--- config.mk ---
export PLATFORM = sky130hd
export DESIGN_NAME = sifive_handshake_monitor
export DESIGN_NICKNAME = d
export VERILOG_FILES = /design/src/rtl/sifive_handshake_monitor_pkg.sv /design/src/rtl/sifive_handshake_monitor_ch.sv /design/src/rtl/sifive_handshake_monitor.sv
export SDC_FILE = /design/constraint.sdc
export NUM_CORES = 1
export LEC_CHECK = 0
export ABC_AREA = 1
export CAP_MARGIN = 30
export CELL_PAD_IN_SITES_DETAIL_PLACEMENT = 1
export CELL_PAD_IN_SITES_GLOBAL_PLACEMENT = 1
export CORE_ASPECT_RATIO = 0.9
export CORE_UTILIZATION = 30
export CTS_BUF_LIST = sky130_fd_sc_hd__clkbuf_4 sky130_fd_sc_hd__clkbuf_8
export DETAILED_ROUTE_END_ITERATION = 8
export PLACE_DENSITY = 0.62
export SLEW_MARGIN = 20
export SYNTH_ARGS = -nofsm -noshare
export SYNTH_HDL_FRONTEND = slang
export SYNTH_HIERARCHICAL = 1
export SYNTH_SLANG_ARGS = --single-unit
--- constraint.sdc ---
create_clock -name clock -period 13.9 [get_ports clock]
set_input_delay 1.39 -clock clock [delete_from_list [all_inputs] [get_ports clock]]
set_output_delay 1.39 -clock clock [all_outputs]
set_load 0.01 [all_outputs]
--- src/rtl/sifive_handshake_monitor_pkg.sv ---
// Shared types and width helpers for the multi-channel valid/ready protocol checker.
package sifive_handshake_monitor_pkg;

  typedef enum logic [2:0] {
    ERR_NONE         = 3'd0,
    ERR_SEL_CONFLICT = 3'd1,
    ERR_VALID_DROP   = 3'd2,
    ERR_DATA_CHANGE  = 3'd3,
    ERR_TIMEOUT      = 3'd4,
    ERR_OVERFLOW     = 3'd5,
    ERR_UNDERFLOW    = 3'd6
  } err_code_t;

  // Bit k of this struct carries error code k+1, so priority is simply LSB first.
  typedef struct packed {
    logic timeout;
    logic data_change;
    logic valid_drop;
    logic sel_conflict;
  } ch_err_t;

  function automatic int ch_idx_w(input int n_ch);
    return (n_ch > 1) ? $clog2(n_ch) : 1;
  endfunction

  function automatic int outst_w(input int max_outst, input int n_ch);
    return $clog2(max_outst + n_ch + 1);
  endfunction

endpackage

--- src/rtl/sifive_handshake_monitor_ch.sv ---
// Per-channel checker: stall FSM, captured payload/select, stall watchdog and error vector.
module sifive_handshake_monitor_ch
  import sifive_handshake_monitor_pkg::*;
#(
  parameter int W_DATA  = 32,
  parameter int W_SEL   = 3,
  parameter int TIMEOUT = 1024
) (
  input  logic              clock,
  input  logic              reset,
  input  logic              valid,
  input  logic              ready,
  input  logic [W_DATA-1:0] data,
  input  logic [W_SEL-1:0]  sel,
  output ch_err_t           err
);

  localparam logic [0:0] IDLE  = 1'b0;
  localparam logic [0:0] STALL = 1'b1;
  localparam int CW = $clog2(TIMEOUT + 1);
  localparam logic [CW-1:0] TO_MAX  = CW'(TIMEOUT);
  localparam logic [CW-1:0] TO_LAST = CW'(TIMEOUT - 1);

  logic [0:0]        state;
  logic [W_DATA-1:0] cap_data;
  logic [W_SEL-1:0]  cap_sel;
  logic [CW-1:0]     cnt;

  logic stalled, in_stall;
  assign stalled  = valid & ~ready;
  assign in_stall = (state == STALL);

  always_comb begin
    err = '0;
    if (!reset) begin
      err.sel_conflict = valid && ($countones(sel) > 1);
      err.valid_drop   = in_stall && !valid;
      err.data_change  = in_stall && stalled && ({data, sel} != {cap_data, cap_sel});
      // Counter saturates at TIMEOUT, so this compare can only match once per episode.
      err.timeout      = in_stall && stalled && (cnt == TO_LAST);
    end
  end

  always_ff @(posedge clock) begin
    if (reset) begin
      state    <= IDLE;
      cnt      <= '0;
      cap_data <= '0;
      cap_sel  <= '0;
    end else if (!in_stall) begin
      if (stalled) begin
        state    <= STALL;
        cap_data <= data;
        cap_sel  <= sel;
        cnt      <= CW'(1);
      end
    end else if (!valid || ready) begin
      state <= IDLE;
      cnt   <= '0;
    end else begin
      cap_data <= data;
      cap_sel  <= sel;
      if (cnt != TO_MAX) cnt <= cnt + CW'(1);
    end
  end

endmodule

--- src/rtl/sifive_handshake_monitor.sv ---
// Multi-channel handshake checker: per-channel monitors, outstanding-request bound,
// priority-encoded registered error report and sticky flags.
module sifive_handshake_monitor
  import sifive_handshake_monitor_pkg::*;
#(
  parameter int N_CH      = 4,
  parameter int W_DATA    = 32,
  parameter int W_SEL     = 3,
  parameter int TIMEOUT   = 1024,
  parameter int MAX_OUTST = 8,
  parameter int FATAL_EN  = 1,
  localparam int CH_W  = ch_idx_w(N_CH),
  localparam int OUT_W = outst_w(MAX_OUTST, N_CH)
) (
  input  logic                     clock,
  input  logic                     reset,
  input  logic [N_CH-1:0]          in_valid,
  input  logic [N_CH-1:0]          in_ready,
  input  logic [N_CH*W_DATA-1:0]   in_data,
  input  logic [N_CH*W_SEL-1:0]    in_sel,
  input  logic                     rsp_fire,
  input  logic                     clear_sticky,
  output logic                     err_valid,
  output logic [2:0]               err_code,
  output logic [CH_W-1:0]          err_ch,
  output logic                     err_multi,
  output logic [N_CH:0]            err_sticky,
  output logic [OUT_W-1:0]         outst_count
);

  localparam logic [OUT_W:0] MAX_V = (OUT_W+1)'(MAX_OUTST);
  localparam logic [OUT_W:0] CAP_V = (OUT_W+1)'(MAX_OUTST + N_CH);

  ch_err_t [N_CH-1:0] ch_err;

  for (genvar g = 0; g < N_CH; g++) begin : g_ch
    sifive_handshake_monitor_ch #(
      .W_DATA (W_DATA),
      .W_SEL  (W_SEL),
      .TIMEOUT(TIMEOUT)
    ) u_ch (
      .clock(clock),
      .reset(reset),
      .valid(in_valid[g]),
      .ready(in_ready[g]),
      .data (in_data[g*W_DATA +: W_DATA]),
      .sel  (in_sel[g*W_SEL +: W_SEL]),
      .err  (ch_err[g])
    );
  end

  logic [OUT_W:0]   sum, nxt;
  logic [OUT_W-1:0] outst_next;
  logic             ovf, udf;

  always_comb begin
    sum        = {1'b0, outst_count} + (OUT_W+1)'($countones(in_valid & in_ready));
    nxt        = sum - (OUT_W+1)'(rsp_fire);
    ovf        = 1'b0;
    udf        = 1'b0;
    outst_next = nxt[OUT_W-1:0];
    if (rsp_fire && sum == '0) begin
      udf        = 1'b1;
      outst_next = '0;
    end else begin
      ovf = (nxt > MAX_V);
      // Repeated overflow could otherwise outgrow the register; pin at the worst single-step value.
      if (nxt > CAP_V) outst_next = CAP_V[OUT_W-1:0];
    end
    if (reset) begin
      ovf = 1'b0;
      udf = 1'b0;
    end
  end

  err_code_t       rpt_code;
  logic [CH_W-1:0] rpt_ch;
  logic            found;
  logic [N_CH:0]   new_sticky;

  always_comb begin
    rpt_code   = ERR_NONE;
    rpt_ch     = '0;
    found      = 1'b0;
    new_sticky = '0;
    for (int i = 0; i < N_CH; i++) begin
      new_sticky[i] = |ch_err[i];
      for (int c = 0; c < 4; c++) begin
        if (!found && ch_err[i][c]) begin
          found    = 1'b1;
          rpt_code = err_code_t'(3'(c + 1));
          rpt_ch   = CH_W'(i);
        end
      end
    end
    new_sticky[N_CH] = ovf | udf;
    if (!found && ovf) begin
      found    = 1'b1;
      rpt_code = ERR_OVERFLOW;
    end else if (!found && udf) begin
      found    = 1'b1;
      rpt_code = ERR_UNDERFLOW;
    end
  end

  always_ff @(posedge clock) begin
    if (reset) begin
      err_valid   <= 1'b0;
      err_code    <= 3'd0;
      err_ch      <= '0;
      err_multi   <= 1'b0;
      err_sticky  <= '0;
      outst_count <= '0;
    end else begin
      err_valid   <= found;
      err_code    <= rpt_code;
      err_ch      <= rpt_ch;
      err_multi   <= ($countones({ch_err, ovf, udf}) > 1);
      err_sticky  <= clear_sticky ? new_sticky : (err_sticky | new_sticky);
      outst_count <= outst_next;
    end
  end

`ifndef SYNTHESIS
  always @(posedge clock) begin
    if (FATAL_EN != 0 && err_valid)
      $fatal(1, "handshake monitor: error code %0d on channel %0d", err_code, err_ch);
  end
`endif

endmodule

==> results.py <==
metrics = {
    "worst_setup_path": {
        "cp-end-kind": "register",
        "crit_type": "input port to register",
        "crit_fanout": 4,
        "required_ns": 14.32,
        "worstSetupStartpointType": "input port",
        "arrival_ns": 7.81,
    },
    "route": {
        "wl_met3_um": 1370,
        "vias": 11600,
        "first_iter_violations": 386,
        "firstDrtPassIters": 4,
        "top_layer": "met4",
        "drt-met1-wl_um": 16300,
        "ant_nets": 0,
        "dr_wl_met2_um": 16600,
        "viasPerCell": 4.57,
        "routed_wl_um": 35000,
        "drc": 0,
        "wire_per_inst_um": 13.7,
    },
    "yosys": {
        "synth_top_family_by_area": "simple AND/OR/NAND/NOR gates",
        "synthCells": 1830,
        "syn_avg_cell_area_um2": 6.50,
        "synth_edf_count": 0,
        "synth_fp_nets": 2022,
        "synthXorXnorAreaFrac": 0.0412,
        "synth_cell_types": 40,
        "yosysWarnings": 6,
        "yosysSeqAreaShare": 0.343,
        "ys.flop_type": "dfxtp_1",
        "synthArstFlopShare": 0,
        "synth_compound_area_frac": 0.125,
        "synthSimpleGateAreaFrac": 0.330,
        "ys_seq_elements": 204,
        "synthAdderAreaFrac": 0.0509,
        "netlist_area_mm2": 0.0119,
        "yosys-mux-area-fraction": 0,
    },
    "global_routing": {
        "antenna_found_initial": 0,
        "grt_max_degree": 63,
        "grt_pass1_vias": 11900,
        "grtUsageTotal": 0.175,
        "grt_pass1_wl_um": 57600,
        "grt_overflow_total": 0,
    },
    "sta": {
        "finalCriticalPeriod_ns": 7.39,
        "max_slew.worst_pin.slew_ns": 0.912,
        "finalSetupViolCount": 0,
        "setup_tns_ns": 0,
        "max-slew-margin-rel": 0.387,
        "fin_ws_ns": 6.51,
        "holdWs_ns": 0.483,
        "fmax_mhz": 135,
        "period_share": 0.531,
        "finalClockSkew_ns": 0.0225,
        "rsz0062_at_grt": "false",
        "slew_violations": 0,
        "hold_viol": 0,
    },
    "power_and_ir_drop": {
        "ir_drop_mv": 0.0500,
        "p_leak_uw": 0.00684,
        "power.density_mw_per_mm2": 112,
    },
    "placement": {
        "port_buffers": 167,
        "place.gp.congestion": 0.820,
        "placed_cells": 2472,
        "hpwl_um": 25500,
        "post-place-ws_ns": 5.96,
    },
    "finish": {
        "finalNonFillerCells": 2546,
        "layout.nets": 2184,
        "layout-drive-gt1-share": 0.0722,
        "utilization": 0.385,
        "area_delta_synth_final_pct": 25.5,
        "diodes": 0,
    },
    "floorplan": {
        "design.core.area_mm2": 0.0387,
        "die-area_mm2": 0.0405,
        "ios": 168,
        "die_y_um": 191,
        "rows": 68,
        "dieWidth_um": 212,
        "start_util": 0.307,
    },
    "clock_network": {
        "cts_made_buffers": 41,
        "cts-root-buf": "clkbuf_8",
        "cts_sinks": 204,
        "clk_latency_ns": 0.55,
        "cts_resized": 0,
        "clkTransAtPathRegs_ns": 0.06,
        "ctsHoldBuffers": 0,
        "cts_buffer_depth": 3,
        "cts_tree": "done",
        "postCtsSetupRepairBufs": 0,
        "ctsHtreeMaxLevel": 2,
    },
    "hold_path": {
        "worstHoldPathType": "register to register",
    },
    "status": {
        "status": "complete, no violations",
    },
    "job": {
        "drv_cap": 0,
    },
}
where the power goes:
group / switching (uW) / leakage (uW) / total [uW] / internal (uW)
Combinational: 188 / 0.00469 / 332 / 144
Clock: 276 / 0.000479 / 687 / 411
Sequential: 31.8 / 0.00168 / 656 / 624
cell usage after synthesis (2+ instances only):
master	number	share of area
buf_2	19	0.0080
a31oi_1	4	0.0021
nand2_1	416	0.13
nor2_4	8	0.0076
o21ai_2	2	0.0015
dfxtp_1	204	0.34
o21ai_1	44	0.019
nand3_1	55	0.023
nor4_1	6	0.0032
xnor2_1	24	0.018
a21oi_1	105	0.044
buf_1	9	0.0028
o211ai_1	9	0.0057
nor2_2	10	0.0053
nand2_2	11	0.0058
clkbuf_1	25	0.0079
nor3_1	18	0.0076
or2_1	3	0.0016
o21ai_0	117	0.049
ha_1	26	0.027
xor2_1	32	0.024
inv_1	268	0.085
nor2_1	309	0.098
nand3b_1	6	0.0038
fa_1	14	0.024
and2_1	2	0.0011
inv_2	11	0.0035
nand2_4	11	0.010
nor2_8	3	0.0050
nand4_1	46	0.024
a21oi_2	4	0.0029
layout by cell type (no fill, tap or decap), types with 44 or more instances in the layout:
master           instances
nand3_1                 55
nand2_1                416
clkdlybuf4s50_1        166
clkbuf_8                50
nand4_1                 46
nor2_1                 309
o21ai_0                117
inv_1                  268
o21ai_1                 44
a21oi_1                105
dfxtp_1                204
path summary, 6_finish.rpt:
check                                           to  depth (start not counted)                              from  slack (ns)
setup / recovery              err_multi$_SDFF_PP0_                         25                       in_ready[2]        6.51
hold / removal    g_ch[0].u_ch/cnt[8]$_SDFFE_PP0P_                          2  g_ch[0].u_ch/cnt[8]$_SDFFE_PP0P_        0.48
setup reg to reg              err_multi$_SDFF_PP0_                         24         outst_count[0]$_SDFF_PP0_        7.70
hold reg to reg   g_ch[0].u_ch/cnt[8]$_SDFFE_PP0P_                          2  g_ch[0].u_ch/cnt[8]$_SDFFE_PP0P_        0.48
layer usage:
metal | track usage | vias up
li1 | - | 6049
met1 | 0.219 | 5401
met2 | 0.302 | 129
met3 | 0.0348 | 51
met4 | 0.0482 | 0
met5 | 0 | -
critical path, cell delays in order:
cell and delay (ns):
clkdlybuf4s50_1 0.59, nand2_1 0.17, fa_1 0.51, inv_1 0.05
fa_1 0.47, fa_1 0.52, inv_1 0.06, ha_1 0.29
nand2_1 0.08, nand3b_1 0.16, nand3_1 0.11, nand2_2 0.09
nand2_1 0.13, xor2_1 0.20, inv_1 0.07, ha_1 0.27
inv_1 0.05, fa_1 0.54, fa_1 0.44, fa_1 0.50
inv_1 0.05, ha_1 0.19, fa_1 0.45, nor4_1 0.31
a31oi_1 0.13
per-stage QoR:
stage               power [uW]  cell area, um2
finish                    1680           14900
global route              1780           14900
CTS                       1710           14900
detailed placement        1000           14000
global placement           991           14000
floorplan                  866           11900
final cells by class:
type                    instances  area (um2)
repair buffers                175        1720
inverters                     280        1050
clock inverters                 3        65.1
multi-input cells            1290        6510
well taps                     525         657
fillers                      4966       23800
flip-flops and latches        204        4080
clock buffers                  69         831
sequential cells by signal, indices dropped and copies added, names as in the netlist:
name / flops
err_sticky: 5
err_ch: 2
g_ch.u_ch/in_stall: 4
g_ch.u_ch/cap_data: 128
g_ch.u_ch/cap_sel: 12
err_code: 3
outst_count: 4
err_multi: 1
err_valid: 1
g_ch.u_ch/cnt: 44
cell families after synthesis:
logic type,after synthesis
XOR/XNOR,56
flip-flops,204
adder cells (fa/ha/maj),40
buffers and inverters,336
AO/OA/AOI/OAI,287
AND/OR/NAND/NOR,907
No activity file was read; power rests on OpenSTA's default activity.
